===== config.mk =====
export PLATFORM = sky130hd
export DESIGN_NAME = pipeline_hazard_controller_flat
export DESIGN_NICKNAME = d
export VERILOG_FILES = /design/src/rtl/pipeline_hazard_controller_if.sv /design/src/rtl/pipeline_hazard_controller.sv /design/src/flat_wrapper.sv
export SDC_FILE = /design/constraint.sdc
export NUM_CORES = 1
export LEC_CHECK = 0
export ABC_AREA = 1
export CAP_MARGIN = 10
export CORE_MARGIN = 4
export CORE_UTILIZATION = 45
export DETAILED_ROUTE_END_ITERATION = 8
export MAX_ROUTING_LAYER = met4
export PLACE_DENSITY = 0.74
export SETUP_SLACK_MARGIN = 0.4
export SLEW_MARGIN = 25
export SYNTH_ARGS = -nofsm -noshare
export SYNTH_HDL_FRONTEND = slang
export SYNTH_SLANG_ARGS = --single-unit

===== constraint.sdc =====
create_clock -name clk -period 2.2 [get_ports clk]
set_clock_uncertainty 0.2 [all_clocks]
set_input_delay 0.33 -clock clk [delete_from_list [all_inputs] [get_ports clk]]
set_output_delay 0.33 -clock clk [all_outputs]
set_load 0.02 [all_outputs]

===== src/rtl/pipeline_hazard_controller_if.sv =====
// Hazard-unit signal bundle between the pipeline datapath (master) and the
// hazard controller (slave).
`ifndef RD_DATA_SEL_ALU
`define RD_DATA_SEL_ALU 2'd0
`endif
`ifndef RD_DATA_SEL_MEM
`define RD_DATA_SEL_MEM 2'd1
`endif
`ifndef RD_DATA_SEL_PC4
`define RD_DATA_SEL_PC4 2'd2
`endif
`ifndef RD_DATA_SEL_CSR
`define RD_DATA_SEL_CSR 2'd3
`endif

interface pipeline_hazard_controller_if #(
    parameter int STALL_CNT_W = 32
);
    logic                   id_valid;
    logic [3:0]             rs1_ID;
    logic [3:0]             rs2_ID;
    logic                   rs1_used_ID;
    logic                   rs2_used_ID;
    logic [3:0]             rd_ID;
    logic                   regfile_we_ID;
    logic                   is_load_ID;
    logic                   regfile_we_EX;
    logic [3:0]             rd_EX;
    logic [1:0]             rd_data_sel_EX;
    logic                   branch_taken_EX;
    logic                   mem_req_MEMEX;
    logic                   mem_ready;
    logic                   load_wb_valid;
    logic [3:0]             load_wb_rd;
    logic                   stall_IF;
    logic                   stall_ID;
    logic                   bubble_EX;
    logic                   stall_back;
    logic                   bubble_WB;
    logic                   flush_IF;
    logic                   flush_ID;
    logic [15:0]            scoreboard;
    logic [STALL_CNT_W-1:0] stall_count;

    // Level-based control, no valid/ready pairing: every output is a pure
    // function of current inputs and controller state, updated each cycle.
    modport master (
        output id_valid, rs1_ID, rs2_ID, rs1_used_ID, rs2_used_ID, rd_ID,
               regfile_we_ID, is_load_ID, regfile_we_EX, rd_EX, rd_data_sel_EX,
               branch_taken_EX, mem_req_MEMEX, mem_ready, load_wb_valid, load_wb_rd,
        input  stall_IF, stall_ID, bubble_EX, stall_back, bubble_WB,
               flush_IF, flush_ID, scoreboard, stall_count
    );

    modport slave (
        input  id_valid, rs1_ID, rs2_ID, rs1_used_ID, rs2_used_ID, rd_ID,
               regfile_we_ID, is_load_ID, regfile_we_EX, rd_EX, rd_data_sel_EX,
               branch_taken_EX, mem_req_MEMEX, mem_ready, load_wb_valid, load_wb_rd,
        output stall_IF, stall_ID, bubble_EX, stall_back, bubble_WB,
               flush_IF, flush_ID, scoreboard, stall_count
    );
endinterface


===== src/rtl/pipeline_hazard_controller.sv =====
// Pipeline hazard controller: memory-wait stalls, branch flush sequencing and
// load-use / non-forwardable-EX data hazard interlock with a load scoreboard.
module pipeline_hazard_controller #(
    parameter int FLUSH_CYCLES = 2,
    parameter int STALL_CNT_W  = 32
) (
    input  logic                          clk,
    input  logic                          rst_n,
    pipeline_hazard_controller_if.slave   bus,
    output logic [1:0]                    state_dbg_o
);
    typedef enum logic [1:0] {
        RUN      = 2'd0,
        MEM_WAIT = 2'd1,
        FLUSH    = 2'd2
    } state_e;

    localparam logic [2:0] FLUSH_RELOAD = 3'(FLUSH_CYCLES - 1);

    state_e                 state_q, state_d;
    logic [2:0]             flush_cnt_q, flush_cnt_d;
    logic [15:0]            sb_q, sb_d;
    logic [STALL_CNT_W-1:0] stall_cnt_q, stall_cnt_d;

    logic mem_wait;
    logic flush_pending;
    logic ex_no_fwd;
    logic dep1, dep2, hazard;
    logic stall_if, stall_id, bubble_ex, stall_back, bubble_wb, flush;
    logic sb_set;

    assign mem_wait      = bus.mem_req_MEMEX & ~bus.mem_ready;
    // A flush interrupted by a memory wait keeps its count and resumes here.
    assign flush_pending = (state_q != RUN) & (flush_cnt_q != 3'd0);
    // Only ALU results can be forwarded out of EX; anything else must wait.
    assign ex_no_fwd     = bus.regfile_we_EX & (bus.rd_data_sel_EX != `RD_DATA_SEL_ALU);

    assign dep1   = sb_q[bus.rs1_ID] | (ex_no_fwd & (bus.rd_EX == bus.rs1_ID));
    assign dep2   = sb_q[bus.rs2_ID] | (ex_no_fwd & (bus.rd_EX == bus.rs2_ID));
    assign hazard = bus.id_valid &
                    ((bus.rs1_used_ID & (bus.rs1_ID != 4'd0) & dep1) |
                     (bus.rs2_used_ID & (bus.rs2_ID != 4'd0) & dep2));

    always_comb begin
        state_d     = state_q;
        flush_cnt_d = flush_cnt_q;
        stall_if    = 1'b0;
        stall_id    = 1'b0;
        bubble_ex   = 1'b0;
        stall_back  = 1'b0;
        bubble_wb   = 1'b0;
        flush       = 1'b0;
        if (mem_wait) begin
            stall_if   = 1'b1;
            stall_id   = 1'b1;
            stall_back = 1'b1;
            bubble_wb  = 1'b1;
            state_d    = MEM_WAIT;
        end else if (flush_pending) begin
            flush       = 1'b1;
            flush_cnt_d = flush_cnt_q - 3'd1;
            state_d     = (flush_cnt_q == 3'd1) ? RUN : FLUSH;
        end else begin
            state_d = RUN;
            if (bus.branch_taken_EX) begin
                flush       = 1'b1;
                flush_cnt_d = FLUSH_RELOAD;
                state_d     = (FLUSH_RELOAD != 3'd0) ? FLUSH : RUN;
            end else if (hazard) begin
                stall_if  = 1'b1;
                stall_id  = 1'b1;
                bubble_ex = 1'b1;
            end
        end
    end

    assign sb_set = bus.id_valid & bus.regfile_we_ID & bus.is_load_ID &
                    (bus.rd_ID != 4'd0) & ~stall_id & ~flush;

    always_comb begin
        sb_d = sb_q;
        if (bus.load_wb_valid) sb_d[bus.load_wb_rd] = 1'b0;
        if (sb_set)            sb_d[bus.rd_ID]      = 1'b1;
        sb_d[0] = 1'b0;
    end

    always_comb begin
        stall_cnt_d = stall_cnt_q;
        if (stall_id && !(&stall_cnt_q)) stall_cnt_d = stall_cnt_q + 1'b1;
    end

    always_ff @(posedge clk or negedge rst_n) begin
        if (!rst_n) begin
            state_q     <= RUN;
            flush_cnt_q <= 3'd0;
            sb_q        <= 16'd0;
            stall_cnt_q <= '0;
        end else begin
            state_q     <= state_d;
            flush_cnt_q <= flush_cnt_d;
            sb_q        <= sb_d;
            stall_cnt_q <= stall_cnt_d;
        end
    end

    assign bus.stall_IF    = stall_if;
    assign bus.stall_ID    = stall_id;
    assign bus.bubble_EX   = bubble_ex;
    assign bus.stall_back  = stall_back;
    assign bus.bubble_WB   = bubble_wb;
    assign bus.flush_IF    = flush;
    assign bus.flush_ID    = flush;
    assign bus.scoreboard  = sb_q;
    assign bus.stall_count = stall_cnt_q;
    assign state_dbg_o     = state_q;
endmodule


===== src/flat_wrapper.sv =====
// flat-port wrapper written by rule: the top's interface ports become plain ports
module pipeline_hazard_controller_flat 
#(
    parameter int FLUSH_CYCLES = 2,
    parameter int STALL_CNT_W  = 32
)
  (clk, rst_n, state_dbg_o, bus_id_valid, bus_rs1_ID, bus_rs2_ID, bus_rs1_used_ID, bus_rs2_used_ID, bus_rd_ID, bus_regfile_we_ID, bus_is_load_ID, bus_regfile_we_EX, bus_rd_EX, bus_rd_data_sel_EX, bus_branch_taken_EX, bus_mem_req_MEMEX, bus_mem_ready, bus_load_wb_valid, bus_load_wb_rd, bus_stall_IF, bus_stall_ID, bus_bubble_EX, bus_stall_back, bus_bubble_WB, bus_flush_IF, bus_flush_ID, bus_scoreboard, bus_stall_count);
  pipeline_hazard_controller_if #(.STALL_CNT_W(STALL_CNT_W)) bus_i ();
  input  logic clk;
  input  logic rst_n;
  output logic [1:0] state_dbg_o;
  input wire logic [$bits(bus_i.id_valid)-1:0] bus_id_valid;
  input wire logic [$bits(bus_i.rs1_ID)-1:0] bus_rs1_ID;
  input wire logic [$bits(bus_i.rs2_ID)-1:0] bus_rs2_ID;
  input wire logic [$bits(bus_i.rs1_used_ID)-1:0] bus_rs1_used_ID;
  input wire logic [$bits(bus_i.rs2_used_ID)-1:0] bus_rs2_used_ID;
  input wire logic [$bits(bus_i.rd_ID)-1:0] bus_rd_ID;
  input wire logic [$bits(bus_i.regfile_we_ID)-1:0] bus_regfile_we_ID;
  input wire logic [$bits(bus_i.is_load_ID)-1:0] bus_is_load_ID;
  input wire logic [$bits(bus_i.regfile_we_EX)-1:0] bus_regfile_we_EX;
  input wire logic [$bits(bus_i.rd_EX)-1:0] bus_rd_EX;
  input wire logic [$bits(bus_i.rd_data_sel_EX)-1:0] bus_rd_data_sel_EX;
  input wire logic [$bits(bus_i.branch_taken_EX)-1:0] bus_branch_taken_EX;
  input wire logic [$bits(bus_i.mem_req_MEMEX)-1:0] bus_mem_req_MEMEX;
  input wire logic [$bits(bus_i.mem_ready)-1:0] bus_mem_ready;
  input wire logic [$bits(bus_i.load_wb_valid)-1:0] bus_load_wb_valid;
  input wire logic [$bits(bus_i.load_wb_rd)-1:0] bus_load_wb_rd;
  output wire logic [$bits(bus_i.stall_IF)-1:0] bus_stall_IF;
  output wire logic [$bits(bus_i.stall_ID)-1:0] bus_stall_ID;
  output wire logic [$bits(bus_i.bubble_EX)-1:0] bus_bubble_EX;
  output wire logic [$bits(bus_i.stall_back)-1:0] bus_stall_back;
  output wire logic [$bits(bus_i.bubble_WB)-1:0] bus_bubble_WB;
  output wire logic [$bits(bus_i.flush_IF)-1:0] bus_flush_IF;
  output wire logic [$bits(bus_i.flush_ID)-1:0] bus_flush_ID;
  output wire logic [$bits(bus_i.scoreboard)-1:0] bus_scoreboard;
  output wire logic [$bits(bus_i.stall_count)-1:0] bus_stall_count;
  assign bus_i.id_valid = bus_id_valid;
  assign bus_i.rs1_ID = bus_rs1_ID;
  assign bus_i.rs2_ID = bus_rs2_ID;
  assign bus_i.rs1_used_ID = bus_rs1_used_ID;
  assign bus_i.rs2_used_ID = bus_rs2_used_ID;
  assign bus_i.rd_ID = bus_rd_ID;
  assign bus_i.regfile_we_ID = bus_regfile_we_ID;
  assign bus_i.is_load_ID = bus_is_load_ID;
  assign bus_i.regfile_we_EX = bus_regfile_we_EX;
  assign bus_i.rd_EX = bus_rd_EX;
  assign bus_i.rd_data_sel_EX = bus_rd_data_sel_EX;
  assign bus_i.branch_taken_EX = bus_branch_taken_EX;
  assign bus_i.mem_req_MEMEX = bus_mem_req_MEMEX;
  assign bus_i.mem_ready = bus_mem_ready;
  assign bus_i.load_wb_valid = bus_load_wb_valid;
  assign bus_i.load_wb_rd = bus_load_wb_rd;
  assign bus_stall_IF = bus_i.stall_IF;
  assign bus_stall_ID = bus_i.stall_ID;
  assign bus_bubble_EX = bus_i.bubble_EX;
  assign bus_stall_back = bus_i.stall_back;
  assign bus_bubble_WB = bus_i.bubble_WB;
  assign bus_flush_IF = bus_i.flush_IF;
  assign bus_flush_ID = bus_i.flush_ID;
  assign bus_scoreboard = bus_i.scoreboard;
  assign bus_stall_count = bus_i.stall_count;
  pipeline_hazard_controller #(.FLUSH_CYCLES(FLUSH_CYCLES), .STALL_CNT_W(STALL_CNT_W)) u_core (.clk(clk), .rst_n(rst_n), .bus(bus_i), .state_dbg_o(state_dbg_o));
endmodule

* Word level (Yosys, flattened, before mapping)
Cells that the tools add are included.
Word-level totals: input bits 34, flip-flop bits (word level) 52
Cells by class: add/sub/neg operators 2, order comparisons 6, bitwise operators 25, reductions and logical operators 13, mux-type cells 25, equal/unequal tests 3
Operators by type and width (count):
- adder 32 x 1 -> 32 bit, second input constant | 1
- 2-to-1 mux 16 bit | 2
- AND reduction 32 bit | 1
- less-than comparator 4 x 5 -> 1 bit, second input constant | 4
- bitwise AND 16 bit | 1
- NOT 16 bit | 1
- bitwise OR 16 bit | 1
- bitwise AND 1 bit | 15
- 2-to-1 mux 1 bit | 13
- nonzero test 4 bit | 3
- binary-select mux 1 bit (select 4 bit) | 2
- demux 1 bit (select 4 bit) | 2
- equality test 4 bit | 2
- >= comparator 4 x 1 -> 1 bit, second input constant | 2
- 2-to-1 mux 2 bit | 4
- 2-to-1 mux 3 bit | 2
- nonzero test 2 bit | 3
- NOT 1 bit | 4
- equality test 3 x 1 -> 1 bit, second input constant | 1
- logical AND 1 bit | 3
- bitwise OR 1 bit | 3
- nonzero test 3 bit | 1
- subtractor 3 x 1 -> 3 bit, second input constant | 1
- AND reduction 2 bit | 1
- logical NOT 1 bit | 1

* Logic depth before layout (Yosys ltp)
word-level depth 15, depth in mapped cells 16, gate-level depth less buffers 15

* Least setup slack after synthesis
Ideal clock, no wire load.
path kind in2out, from input port bus_mem_req_MEMEX, to output port bus_stall_IF, slack -0.084 ns, arrival time 1.754 ns, cell stages on the path 6, required time 1.670 ns, path through inv_1 nor2_1 clkinv_1 nand2_2 buf_2 buf_4
Between the ends: word-level cells in the longest chain between the ends 2
Ends and longest elaborated chain:
- start: declaration | line flat_wrapper.sv:24 | input wire logic [$bits(bus_i.mem_req_MEMEX)-1:0] bus_mem_req_MEMEX;
- bitwise AND 1 bit | line pipeline_hazard_controller.sv:32 | assign mem_wait = bus.mem_req_MEMEX & ~bus.mem_ready;
- 2-to-1 mux 1 bit
- end: declaration | line flat_wrapper.sv:28 | output wire logic [$bits(bus_i.stall_IF)-1:0] bus_stall_IF;
Every way passes these cells.

* Worst setup path after layout
from register u_core.sb_q[7], in the netlist u_core.bus.scoreboard[7], to register u_core.stall_cnt_q[1], in the netlist u_core.bus.stall_count[1]
Between the ends: word-level cells in the longest chain between the ends 11, elaborated cells between the ends (all ways) 15
Ends and longest elaborated chain:
- start: declaration | line pipeline_hazard_controller.sv:22 | logic [15:0] sb_q, sb_d;
- start signal: assignment | line pipeline_hazard_controller.sv:96 | sb_q <= 16'd0;
- start signal: assignment | line pipeline_hazard_controller.sv:101 | sb_q <= sb_d;
- binary-select mux 1 bit (select 4 bit), on equally long branches | line pipeline_hazard_controller.sv:38, pipeline_hazard_controller.sv:39
- 2-to-1 mux 1 bit, on equally long branches | line pipeline_hazard_controller.sv:38, pipeline_hazard_controller.sv:39
- bitwise OR 1 bit, on equally long branches | line pipeline_hazard_controller.sv:38, pipeline_hazard_controller.sv:39
- bitwise AND 1 bit, on equally long branches | line pipeline_hazard_controller.sv:41, pipeline_hazard_controller.sv:42
- bitwise OR 1 bit (*) | line pipeline_hazard_controller.sv:41 | ((bus.rs1_used_ID & (bus.rs1_ID != 4'd0) & dep1) |
- bitwise AND 1 bit (*) | line pipeline_hazard_controller.sv:40 | assign hazard = bus.id_valid &
- 2-to-1 mux 1 bit (*) | line pipeline_hazard_controller.sv:69 | end else if (hazard) begin
- 2-to-1 mux 1 bit (*) | line pipeline_hazard_controller.sv:65 | if (bus.branch_taken_EX) begin
- 2-to-1 mux 1 bit (*) | line pipeline_hazard_controller.sv:59 | end else if (flush_pending) begin
- 2-to-1 mux 1 bit (*) | line pipeline_hazard_controller.sv:53 | if (mem_wait) begin
- logical AND 1 bit (*) | line pipeline_hazard_controller.sv:89 | if (stall_id && !(&stall_cnt_q)) stall_cnt_d = stall_cnt_q + 1'b1;
- end signal: assignment | line pipeline_hazard_controller.sv:102 | stall_cnt_q <= stall_cnt_d;
- end: declaration | line pipeline_hazard_controller.sv:23 | logic [STALL_CNT_W-1:0] stall_cnt_q, stall_cnt_d;
Mark *: on every way between the ends. The rest lies on a longest branch, timed or not. The select of a mux whose other input is x is not followed. A chain may end at the register's enable or synchronous reset.

==> summary.txt <==
Clocking
  – CTS tree: done
  – Root Driver: clkbuf_8
  – Clk buf depth: 2
  – Worst skew pair latency: 0.31 ns
  – Sink Count: 52
  – Total CTS buffers: 5
  – Worst-path clk slew: 0.10 ns
  – CTS H-Tree Depth: 2

Pwr
  – Peak VDD IR: 466.6 uV
  – Sequential share of power: 0.390
  – Clk pwr share: 0.181
  – Net Switching: 1.097 mW
  – Total power per unit cell area: 543.1 nW/um^2
  – Combinational share of power: 0.429
  – Sw Share: 0.3651
  – Pleak: 2.985 nW
  – Internal power: 1.908 mW

Outcome
  – Status: finished with violations
  – Violated checks: negative setup slack

Synthesis
  – Largest family of logic cells by synthesized area: simple AND/OR/NAND/NOR gates
  – Seq/Total Area, Yosys: 0.3519
  – Mapped cell area: 3697 sq um
  – Syn. warnings: 0
  – Syn_area_per_cell: 6.710 sq um
  – Post-synthesis xor/xnor area fraction: 0.08054
  – Register bit total from synthesis: 52
  – Simple-gate share of the synthesized area: 0.4240
  – Mapped Nets: 589
  – Post-synthesis mux area share: 0
  – Adder-cell share of the synthesized area: 0.01354
  – Synth Area in Compound Gates: 0.03892
  – Distinct cells, synth: 30
  – Synth Instances: 551

Global routing
  – Vias in the first global route: 4,072
  – Pin count of the biggest net entering global routing: 34
  – Total GRT Usage: 0.2503
  – GR Overflow Total: 0
  – Initial antenna violation count: 0
  – Global-route wire length before repair: 19,520 um

Place
  – Port-buffer cells: 89
  – Routability cong.: 0.9461
  – Post-DP HPWL: 9119 um
  – Cell total after placement: 772

Worst setup path
  – Kind of critical path: flip-flop to flip-flop
  – Type of origin of the critical path: flip-flop
  – CP Max Fanout: 5
  – Arrival time worst endpoint: 2.29 ns
  – Critical Path RT: 2.25 ns
  – Setup crit end kind: flip-flop
  – Crit Reg-Reg Startpoint: u_core.bus.scoreboard[7]
  – CP Launch Point: u_core.bus.scoreboard[7]

Routing
  – Post-DR vias/cell: 5.363
  – First drt pass iteration count: 6
  – Vias: 4,339
  – Routed wl met3: 733 um
  – WL final: 12,610 um
  – Drt drc: 0
  – WL/cell: 15.58 um
  – Post-route ant nets: 0
  – Met1 wire length: 4958 um
  – Met2 wire length: 6433 um
  – DRT iter0 DRCs: 222
  – Top layer in use: met4

Cells and area
  – Diode count: 0
  – Layout area overhead: 49.64%
  – Filler cell count: 704
  – Register area: 1319 sq um
  – Final Util: 0.7050
  – Final net count: 744
  – Area of the multi-input gates: 2220 sq um
  – Final std cells w/o fill: 809
  – Layout cells sized above 1: 0.2107

Job
  – Max_cap viols: 0

Die
  – # IOs: 91
  – Initial Utilization: 0.4711
  – Row count: 32
  – Full die area: 9731 sq um
  – DIE HEIGHT: 98.65 um
  – Core area: 7848 sq um
  – Die X-Extent: 98.65 um

Timing
  – Final-report max-slew violation count: 0
  – Final Setup Violations: 12
  – Final Critical Period: 2.234 ns
  – RSZ-0062 raised after global routing: yes
  – Fin Setup TNS: -0.3154 ns
  – FMAX: 447.6 MHz
  – Worst setup margin: -0.03423 ns
  – Fin. Hold Viols: 0
  – Hold WS: 0.2886 ns
  – Tcrit/Tclk final: 1.016

Hold path
  – Hold WC Path Type: primary input to async pin
[per-stage QoR]
stage | total power, mW | setup slack, ns | area (sq um)
2_1_floorplan | 1.756 | 0.2094 | 3824
3_3_place_gp | 2.266 | -0.6932 | 5060
3_5_place_dp | 2.303 | -0.7435 | 5060
4_1_cts | 2.868 | -0.04206 | 5180
5_1_grt | 3.175 | -0.1339 | 5533
6_report | 3.005 | -0.03423 | 5533
[cell usage after synthesis]
library cell  count  area share
a21oi_1           3      0.0041
a31oi_1           2      0.0034
buf_2            11       0.015
buf_4             4      0.0081
buf_6             3      0.0091
clkbuf_1          1      0.0010
clkinv_1          1      0.0010
conb_1            1      0.0010
dfrtp_1          52        0.35
ha_1              4       0.014
inv_1            54       0.055
inv_2             1      0.0010
nand2_1         186        0.19
nand2_2           3      0.0051
nand3_1          72       0.097
nand3_2           1      0.0027
nand4_1          22       0.037
nor2_1           52       0.053
nor3_1           15       0.020
nor3_2            1      0.0027
nor3_4            1      0.0044
nor3b_1           2      0.0041
nor4_1            5      0.0085
o211ai_1          1      0.0020
o21a_1            1      0.0020
o21ai_0          13       0.018
o22ai_1           1      0.0017
o31ai_1           4      0.0081
xnor2_1          10       0.024
xor2_1           24       0.057
[worst max-delay path, stage by stage (launching register included)]
cell and delay, ns:
dfrtp_2 0.45, inv_2 0.06, nand2_1 0.04, nand3_1 0.08
nand2_1 0.06, nand2_1 0.05, nand2_1 0.04, nor2_1 0.08
nand2_1 0.05, nand2_1 0.06, nand2_2 0.09, nand2_4 0.12
nand2_8 0.07, buf_4 0.14, buf_12 0.13, nand2_8 0.08
buf_12 0.12, clkbuf_16 0.13, nand2_1 0.05, nand2_1 0.05
[worst paths after layout]
path	endpoint	slack, ns	depth (start not counted)
worst max-delay path	u_core.bus.stall_count[1]	-0.03	19
min in group clk	u_core.bus.stall_count[4]	0.33	2
max in group asynchronous	u_core.bus.scoreboard[2]	0.87	3
worst min-delay path	u_core.bus.scoreboard[14]	0.29	2
worst min register to register	u_core.bus.stall_count[4]	0.33	2
worst max register to register	u_core.bus.stall_count[1]	-0.03	19
[routing by layer]
layer	global-route usage	up-vias
li1	-	2085
met1	0.2950	2034
met2	0.4290	176
met3	0.03680	44
met4	0.1008	0
met5	-	-
[kinds of logic (layout without fill, tap and decap cells)]
family,Yosys count,count (layout)
buffers and inverters,75,231
AND/OR/NAND/NOR,360,360
flip-flops,52,52
XOR/XNOR,34,34
adder cells (fa/ha/maj),4,4
AO/OA/AOI/OAI,25,25
other,1,1
[final cells by class]
type,count,area share
multi-input cells,424,0.4012
repair buffers,167,0.2847
flip-flops and latches,52,0.2384
inverters,56,0.03799
well taps,102,0.02307
clock buffers,7,0.01379
clock inverters,1,0.0009046
[cell usage in the layout, fill, tap and decap left out, types with 5 or more instances in the layout]
| cell type | n |
|---|---|
| nand2_1 | 181 |
| nand3_1 | 66 |
| buf_4 | 61 |
| dlygate4sd2_1 | 59 |
| nor2_1 | 48 |
| inv_1 | 39 |
| dfrtp_1 | 38 |
| xor2_1 | 24 |
| nand4_1 | 22 |
| clkdlybuf4s50_1 | 17 |
| inv_2 | 16 |
| nor3_1 | 14 |
| dfrtp_2 | 14 |
| o21ai_0 | 12 |
| xnor2_1 | 10 |
| buf_6 | 10 |
| nand3_2 | 6 |
| nand2_2 | 5 |
| nor4_1 | 5 |
| clkbuf_8 | 5 |
| buf_12 | 5 |
[what timing repair did]
action / in CTS / in global routing
pin swaps: 20 / 21
hold endpoints to repair: 18 / 0
resized for setup: 125 / 39
buffers inserted: 5 / 16
cloned: 2 / 5
setup endpoints to repair: 103 / 54
hold buffers: 1 / 0
[sequential cells by signal, summed over array words and instances (netlist names)]
register,count
u_core.flush_cnt_q,3
u_core.state_dbg_o,2
u_core.bus.stall_count,32
u_core.bus.scoreboard,15
[power by group through the flow]
stage / clock network, mW / logic [mW] / registers, mW
2_1_floorplan: 0 / 0.491 / 1.26
3_3_place_gp: 0 / 1.08 / 1.19
3_5_place_dp: 0 / 1.11 / 1.19
4_1_cts: 0.559 / 1.14 / 1.17
5_1_grt: 0.600 / 1.39 / 1.18
6_report: 0.543 / 1.29 / 1.17
Note: power is estimated with default switching activity, not from simulation.
